<file path="src/rtl/signed_addsub_pipe.sv">
// Pipelined signed adder/subtractor with optional saturation.
// The operation is computed at full precision, then either clamped or wrapped
// into OUTWID bits. Stage 1 registers the result; the remaining stages are
// delay registers that load only when their incoming valid is set.
module signed_addsub_pipe #(
  parameter int AWIDTH  = 16,
  parameter int BWIDTH  = 16,
  parameter int OUTWID  = ((AWIDTH > BWIDTH) ? AWIDTH : BWIDTH) + 1,
  parameter int LATENCY = 1,
  parameter bit SAT     = 1'b0
) (
  input  logic                     i_clk,
  input  logic                     i_rst_n,
  input  logic                     i_valid,
  input  logic                     i_sub,
  input  logic signed [AWIDTH-1:0] i_a,
  input  logic signed [BWIDTH-1:0] i_b,
  output logic                     o_valid,
  output logic signed [OUTWID-1:0] o_res,
  output logic                     o_ovf
);

  localparam int MAXW  = (AWIDTH > BWIDTH) ? AWIDTH : BWIDTH;
  localparam int FULLW = MAXW + 2;
  // Working width also covers OUTWID wider than FULLW, so the result is
  // simply sign-extended in that case and can never overflow.
  localparam int EXTW  = (FULLW > OUTWID) ? FULLW : OUTWID;
  localparam int TOPW  = EXTW - OUTWID + 1;

  logic signed [EXTW-1:0] a_ext;
  logic signed [EXTW-1:0] b_ext;
  logic signed [EXTW-1:0] r_full;
  logic [TOPW-1:0]        r_top;
  logic                   r_fits;
  logic [OUTWID-1:0]      res_s1;
  logic                   ovf_s1;

  logic [LATENCY-1:0] valid_q;
  logic [LATENCY-1:0] valid_d;
  logic [OUTWID-1:0]  res_q [LATENCY];
  logic [OUTWID-1:0]  res_d [LATENCY];
  logic [LATENCY-1:0] ovf_q;
  logic [LATENCY-1:0] ovf_d;

  // Full-precision add/sub, range check, and saturate-or-wrap selection.
  always_comb begin
    a_ext  = EXTW'(i_a);
    b_ext  = EXTW'(i_b);
    r_full = i_sub ? (a_ext - b_ext) : (a_ext + b_ext);
    // The result fits iff every bit from the OUTWID sign bit upward agrees.
    r_top  = r_full[EXTW-1:OUTWID-1];
    r_fits = (&r_top) | ~(|r_top);
    ovf_s1 = ~r_fits;
    if (r_fits || !SAT) begin
      res_s1 = r_full[OUTWID-1:0];
    end else if (r_full[EXTW-1]) begin
      res_s1 = {1'b1, {(OUTWID-1){1'b0}}};
    end else begin
      res_s1 = {1'b0, {(OUTWID-1){1'b1}}};
    end
  end

  // Next-state for the pipeline; data holds across bubbles.
  always_comb begin
    valid_d = valid_q;
    res_d   = res_q;
    ovf_d   = ovf_q;
    valid_d[0] = i_valid;
    if (i_valid) begin
      res_d[0] = res_s1;
      ovf_d[0] = ovf_s1;
    end
    for (int s = 1; s < LATENCY; s++) begin
      valid_d[s] = valid_q[s-1];
      if (valid_q[s-1]) begin
        res_d[s] = res_q[s-1];
        ovf_d[s] = ovf_q[s-1];
      end
    end
  end

  // Pipeline registers; reset discards everything in flight.
  always_ff @(posedge i_clk or negedge i_rst_n) begin
    if (!i_rst_n) begin
      valid_q <= '0;
      ovf_q   <= '0;
      for (int s = 0; s < LATENCY; s++) begin
        res_q[s] <= '0;
      end
    end else begin
      valid_q <= valid_d;
      ovf_q   <= ovf_d;
      res_q   <= res_d;
    end
  end

  assign o_valid = valid_q[LATENCY-1];
  assign o_res   = res_q[LATENCY-1];
  assign o_ovf   = ovf_q[LATENCY-1];

endmodule
</file>
<file path="config.mk">
export PLATFORM = sky130hd
export DESIGN_NAME = signed_addsub_pipe
export DESIGN_NICKNAME = d
export VERILOG_FILES = /design/src/rtl/signed_addsub_pipe.sv
export SDC_FILE = /design/constraint.sdc
export NUM_CORES = 1
export LEC_CHECK = 0
export ABC_AREA = 1
export CAP_MARGIN = 20
export CORE_MARGIN = 1.5
export CORE_UTILIZATION = 40
export DETAILED_ROUTE_END_ITERATION = 10
export PLACE_DENSITY = 0.78
export SLEW_MARGIN = 10
export SYNTH_ARGS = -nofsm -noshare
export SYNTH_HDL_FRONTEND = slang
export SYNTH_SLANG_ARGS = --single-unit
</file>
<file path="constraint.sdc">
create_clock -name i_clk -period 0.95 [get_ports i_clk]
set_clock_uncertainty 0.05 [all_clocks]
set_input_delay 0.19 -clock i_clk [delete_from_list [all_inputs] [get_ports i_clk]]
set_output_delay 0.19 -clock i_clk [all_outputs]
set_load 0.05 [all_outputs]
</file>
==> run_results.csv, run 1 <==
group,metric,value,unit
yosys,ys_ff_latch,18,
floorplan,core_area,4755,um^2
pwr,p_int,3.468,mW
clock_network,clk_path_buf_depth,2,
pwr,switching_share,43.95,%
finish,fillCellCount,239,
critical_path,cp_data_required_time,1100,ps
clock_network,clkSinkCount,18,
run,maxCapViolCount,0,
critical_path,worstReg2RegStart,"o_res[0]",
floorplan,ios,55,
global_routing,grt_max_degree,19,
clock_network,cts_tree,"yes",
outcome,outcome,"complete, but fails checks",
pwr,seqPwrFrac,18.3,%
yosys,syn_inst,308,
finish,nets,500,
critical_path,r2r_end,"o_res[0]",
yosys,synth_area_leader_cell,"dfrtp_1",
critical_path,worstSetupStartpointType,"input port",
critical_path,arrival,2400,ps
global_routing,antenna_found_initial,0,
pwr,p_leak,2.033,nW
critical_path,end_kind,"register",
outcome,violations,"negative setup slack",
clock_network,cts_htree_levels,1,
placed_design,placed_cell_area,3374,um^2
yosys,synth-edff-count,0,
pwr,p_clk_share,10.5,%
critical_path,regToRegSetupSlack,-210,ps
floorplan,initial_core_util,42.00,%
global_routing,grt-ovfl-total,0,
route,routed_wl,8150,um
yosys,async_reset_ff_share,100.0,%
clock_network,cts_root_buffer,"clkbuf_8",
min_path,min_path_type,"input port to async pin",
placed_design,dpl.hpwl,4355,um
route,num_vias,2644,
route,drt_iter0_markers,179,
critical_path,crit_path_start,"i_b[1]",
sta,fmax,445.4,MHz
sta,rsz0062_at_grt,"yes",
sta,final.setup.worst_slack,-1295,ps
global_routing,grt_pass1_wl,10290,um
floorplan,die-area,5425,um^2
critical_path,ff2ff_path_depth,4,
sta,final_hold_viol_count,0,
route,dr.pass1.iters,4,
yosys,ys_top_cells_by_area,"dfrtp_1 (23%), nand2_1 (19%), ha_1 (11%)",
yosys,synth_nets,362,
finish,drive_above_1_share,54.83,%
pwr,p_per_area,1491,nW/um^2
critical_path,crit_type,"input port to register",
pwr,ir_drop,0.8800,mV
sta,final.period_utilization,236.3,%
yosys,syn_area_per_cell,6.483,um^2
finish,fin_util,87.29,%
pwr,power.total,6.187,mW
yosys,synth_top_area_share,22.56,%
global_routing,grt_pass1_vias,2406,
critical_path,cp_max_fo,4,
clock_network,path_clk_slew,70,ps
route,drc,0,
route,wl_per_cell,15.92,um
sta,setup_violations,35,
placed_design,dp_slack,-1873,ps
floorplan,die_height,73.66,um
pwr,power_frac_comb,71.3,%
yosys,ys_seq_area_share,22.56,%
yosys,synth.distinct_cells,36,
yosys,ys_warn_count,0,
floorplan,rows,25,
clock_network,cts_buffers,3,
finish,area_delta_synth_final,107.8,%
yosys,synthFlopType,"dfrtp_1",
finish,postLayoutCellArea,4150,um^2
sta,final_max_slew_viol_count,0,
finish,diodes,0,
pwr,p_sw,2.719,mW
yosys,synth_area,1997,um^2
route,ant_nets,0,
sta,layout_min_cycle_time,2245,ps
route,avgViaCountPerCell,5.164,
clock_network,worstSkewPairLatency,260,ps
global_routing,grt_use_total,24.12,%
sta,hold_slack,216.8,ps
placed_design,gp_congestion,0.8382,
floorplan,die_w,73.66,um
placed_design,portBuffers,53,
-- routing by layer --
layer / GRT usage, % / wire length, um / part of all wire (%) / up-vias
met4: 6.996 / 452 / 5.5 / 0
met5: 0 / 0 / 0 / -
met2: 44.84 / 4315 / 53 / 137
met3: 1.920 / 402 / 4.9 / 42
met1: 29.34 / 2981 / 37 / 1217
li1: - / - / - / 1248
-- power groups by stage --
| stage | Sequential [mW] | Combinational [mW] | Clock [mW] |
|---|---|---|---|
| detailed placement | 1.13 | 3.24 | 0 |
| finish | 1.13 | 4.41 | 0.649 |
| CTS | 1.12 | 3.57 | 0.618 |
| floorplan | 1.63 | 1.21 | 0 |
| global route | 1.14 | 4.66 | 0.694 |
| global placement | 1.13 | 3.19 | 0 |
-- cell usage after synthesis (4+ instances only) --
master and number:
a21oi_1 12, a21oi_2 5, dfrtp_1 18, ha_1 17, inv_1 31, inv_2 9, nand2_1 103, nand2_2 8
nand3_1 18, nand3b_1 4, nor2_1 23, o21ai_0 10, o21ai_1 5, xnor2_1 12, xor2_1 7
-- worst max-delay path, cell delays in order --
cell	delay, ps
buf_12	90
inv_16	30
ha_4	150
nand2_4	70
nor2_4	40
buf_4	130
a21oi_4	140
xor2_1	160
inv_1	90
ha_4	260
nand2_2	70
nand2_2	100
a21oi_4	220
nor2_1	70
nor2_1	140
nand2_1	90
nand2_1	120
nand3_1	130
nand2_1	80
-- registers in the layout (all words and copies together), names as in the netlist --
| signal | count |
|---|---|
| o_valid | 1 |
| o_res | 17 |
-- per-stage QoR --
| step | setup TNS, ps | cells |
|---|---|---|
| 6_report | -18970 | 512 |
| 5_1_grt | -20900 | 512 |
| 4_1_cts | -17920 | 492 |
| 3_5_place_dp | -25700 | 472 |
| 3_3_place_gp | -25010 | 472 |
| 2_1_floorplan | -12320 | 308 |
-- what timing repair did --
item / 4_1_cts / 5_1_grt
buffers inserted: 17 / 21
endpoints found under the setup margin: 35 / 35
pin swaps: 61 / 62
resized for setup: 80 / 81
hold buffers: 0 / 0
-- layout by cell type (no fill, tap or decap), types with 13 or more instances in the layout --
master           Yosys  final
dfrtp_1             18     18
nand2_2              8     35
inv_1               31     24
clkdlybuf4s50_1      0     20
nand2_1            103     66
nand3_1             18     13
a21oi_2              5     13
buf_6                0     13
buf_4                2     70
buf_12               0     22
-- cells by family after synthesis --
family,share of synthesized area (%)
AO/OA/AOI/OAI,11.09
XOR/XNOR,8.333
flip-flops,22.56
adder cells (fa/ha/maj),11.65
AND/OR/NAND/NOR,36.72
buffers and inverters,9.461
other,0.1878
-- how the worst max path moves through the flow --
| stage | to | cells after the start |
|---|---|---|
| 2_1_floorplan | o_res[16] | 20 |
| 3_5_place_dp | o_res[15] | 17 |
| 4_1_cts | o_res[16] | 22 |
| 5_1_grt | o_res[13] | 19 |
| 6_report | o_res[13] | 19 |
| 3_3_place_gp | o_res[15] | 18 |
-- cell type report --
| class | count | area, um^2 | share of cell area (%) |
|---|---|---|---|
| multi-input combinational | 243 | 1914 | 46.13 |
| timing repair buffer | 138 | 1448 | 34.88 |
| sequential | 18 | 450.4 | 10.85 |
| inverter | 42 | 198.9 | 4.793 |
| tap | 67 | 83.83 | 2.020 |
| clock buffer | 4 | 55.05 | 1.326 |
(Power assumes the default switching activity.)
==> run 2, diff against run 1 <==
--- a/config.mk
+++ b/config.mk
@@ -10,6 +10,7 @@
 export CORE_MARGIN = 1.5
 export CORE_UTILIZATION = 40
 export DETAILED_ROUTE_END_ITERATION = 10
+export GPL_ROUTABILITY_DRIVEN = 1
 export PLACE_DENSITY = 0.78
 export SLEW_MARGIN = 10
 export SYNTH_ARGS = -nofsm -noshare
==> results of run 2 <==
No change in the layout: final DEF, timing and power equal those of run 1.
==> run 3, diff against run 2 <==
--- a/config.mk
+++ b/config.mk
@@ -11,7 +11,7 @@
 export CORE_UTILIZATION = 40
 export DETAILED_ROUTE_END_ITERATION = 10
 export GPL_ROUTABILITY_DRIVEN = 1
-export PLACE_DENSITY = 0.78
+export PLACE_DENSITY = 0.68
 export SLEW_MARGIN = 10
 export SYNTH_ARGS = -nofsm -noshare
 export SYNTH_HDL_FRONTEND = slang
==> run 3 against run 2 <==
Net effect:
- the flow still finishes with violations (negative setup slack)
- combinational power decreased by 4.8%
- routed wire length decreased by 7.3%
- clock power decreased by 19%
- maximum frequency increased by 3.6%
- cell area decreased by 2.1%
- sequential power about the same
- clock-buffer cell count decreased by 1
- sequential share of layout area increased by 0.23 points
- critical path depth unchanged
- utilization decreased by 1.8 points
- total power decreased by 5.4%
- die area unchanged
==> run_results.csv, run 3 (synthesis gave the netlist of run 1 again) <==
group,metric,value,unit
route,drt_iter0_markers,195,
critical_path,worst_path_largest_cell_delay,400,ps
pwr,p_per_area,1440,nW/um^2
sta,tns,-17020,ps
critical_path,cp_data_required_time,1050,ps
critical_path,end_kind,"register",
sta,final_max_slew_viol_count,0,
sta,layout_min_cycle_time,2168,ps
global_routing,grt_max_degree,19,
route,drc,0,
global_routing,grt_use_total,22.53,%
placed_design,portBuffers,53,
finish,nets,491,
finish,final_common_cell,"nand2_1",
route,dr.pass1.iters,4,
global_routing,grt_pass1_wl,9528,um
route,routed_wl,7555,um
floorplan,ios,55,
sta,setup_violations,34,
clock_network,clk_path_buf_depth,2,
floorplan,rows,25,
global_routing,grt_pass1_vias,2226,
critical_path,cp_max_fo,4,
clock_network,path_clk_slew,60,ps
placed_design,placed_cell_area,3347,um^2
clock_network,cts_root_buffer,"clkbuf_8",
sta,final.period_utilization,228.2,%
floorplan,die-area,5425,um^2
floorplan,die_w,73.66,um
critical_path,arrival,2260,ps
sta,rsz0062_at_grt,"yes",
pwr,ir_drop,0.7652,mV
critical_path,worst_path_most_repeated_cell,"nand2_1",
finish,diodes,0,
finish,postLayoutCellArea,4065,um^2
sta,hold_slack,203.3,ps
placed_design,gp_congestion,0.8894,
run,maxCapViolCount,0,
clock_network,cts_tree,"yes",
floorplan,initial_core_util,42.00,%
outcome,violations,"negative setup slack",
critical_path,slowest_stage,"ha_1",
route,wl_per_cell,15.05,um
finish,largest_reg_flops,17,
critical_path,crit_path_cell_trace,"buf_12 > inv_16 > ha_4 > nand2_4 > nor2_4 > nand2_2 > nand2_4 > o21ai_4 > xnor2_1 > ha_1 > nand2_1 > inv_2 > nand3_2 > nor3_2 > nand2_1 > nand2_1 > nand2_1 > nand3_1 > nand2_1",
finish,area_delta_synth_final,103.6,%
clock_network,cts_buffers,3,
route,avgViaCountPerCell,5.122,
sta,final.setup.worst_slack,-1218,ps
critical_path,crit_type,"input port to register",
finish,drive_above_1_share,55.17,%
clock_network,clkSinkCount,18,
floorplan,core_area,4755,um^2
pwr,p_leak,1.958,nW
clock_network,cts_htree_levels,1,
floorplan,die_height,73.66,um
finish,fin_util,85.50,%
route,num_vias,2571,
finish,mostFrequentLayoutCells,"nand2_1 (67), buf_4 (64), nand2_2 (32)",
clock_network,worstSkewPairLatency,250,ps
outcome,outcome,"complete, but fails checks",
min_path,min_path_type,"input port to register",
route,ant_nets,0,
global_routing,grt-ovfl-total,0,
clock_network,postCtsHoldBufs,0,
sta,fmax,461.3,MHz
global_routing,antenna_found_initial,0,
sta,final_hold_viol_count,0,
placed_design,dpl.hpwl,4349,um
critical_path,worstSetupStartpointType,"input port",
run 3: changes by cell type in the layout (fill, tap and decap cells not counted), moves of 3 or more:
cell and delta:
buf_4 -6, dlygate4sd2_1 +3, inv_1 -3, inv_2 +5, nand2_2 -3, o21ai_1 +4
o21ai_2 -3, xnor2_2 +3
run 3: area by class of cell:
class                      instances  area, um^2
multi-input combinational        243        1936
timing repair buffer             129        1355
clock buffer                       3       41.29
fill                             274       689.4
sequential                        18       450.4
inverter                          42       198.9
tap                               67       83.83
run 3: path summary, 6_finish.rpt:
check	slack, ps	end	depth (start not counted)	startpoint
max in group asynchronous	500	o_res[13]	2	i_rst_n
worst min-delay path	200	o_res[0]	3	i_b[0]
worst max register to register	120	o_res[7]	3	o_res[7]
worst max-delay path	-1220	o_res[14]	19	i_b[1]
min in group asynchronous	230	o_res[5]	2	i_rst_n
worst min register to register	490	o_res[10]	2	o_res[10]
run 3: metal layers:
layer  GRT usage [%]  share of wire [%]  up-vias
met5               0                  0        -
met4           8.642                4.3        0
met3          0.6859                4.1       38
met2           41.74                 54      124
met1           27.36                 37     1186
li1                -                  -     1223
run 3: metrics by stage:
step           instances  total power [mW]  setup WS [ps]
2_1_floorplan        308             2.848          -1033
3_3_place_gp         470             4.301          -1822
3_5_place_dp         470             4.361          -1853
4_1_cts              485             5.176          -1209
5_1_grt              502             6.115          -1326
6_report             502             5.853          -1218
run 3: repair_timing:
action,4_1_cts,5_1_grt
setup endpoints to repair,35,34
resized for setup,80,86
pin swaps,48,75
setup buffers,12,18
hold endpoints to repair,0,0
run 3: worst max-delay path: cells and delay by family:
kind                     cells  cell delay (ps)
adder cells (fa/ha/maj)      2              540
AO/OA/AOI/OAI                1               70
AND/OR/NAND/NOR             12             1080
XOR/XNOR                     1              140
buffers and inverters        3              250
run 3: power by group:
group | switching, mW | total (mW) | internal [mW]
clock | 0.243 | 0.525 | 0.282
combinational | 2.14 | 4.20 | 2.06
sequential | 0.187 | 1.12 | 0.936
total | 2.57 | 5.85 | 3.28
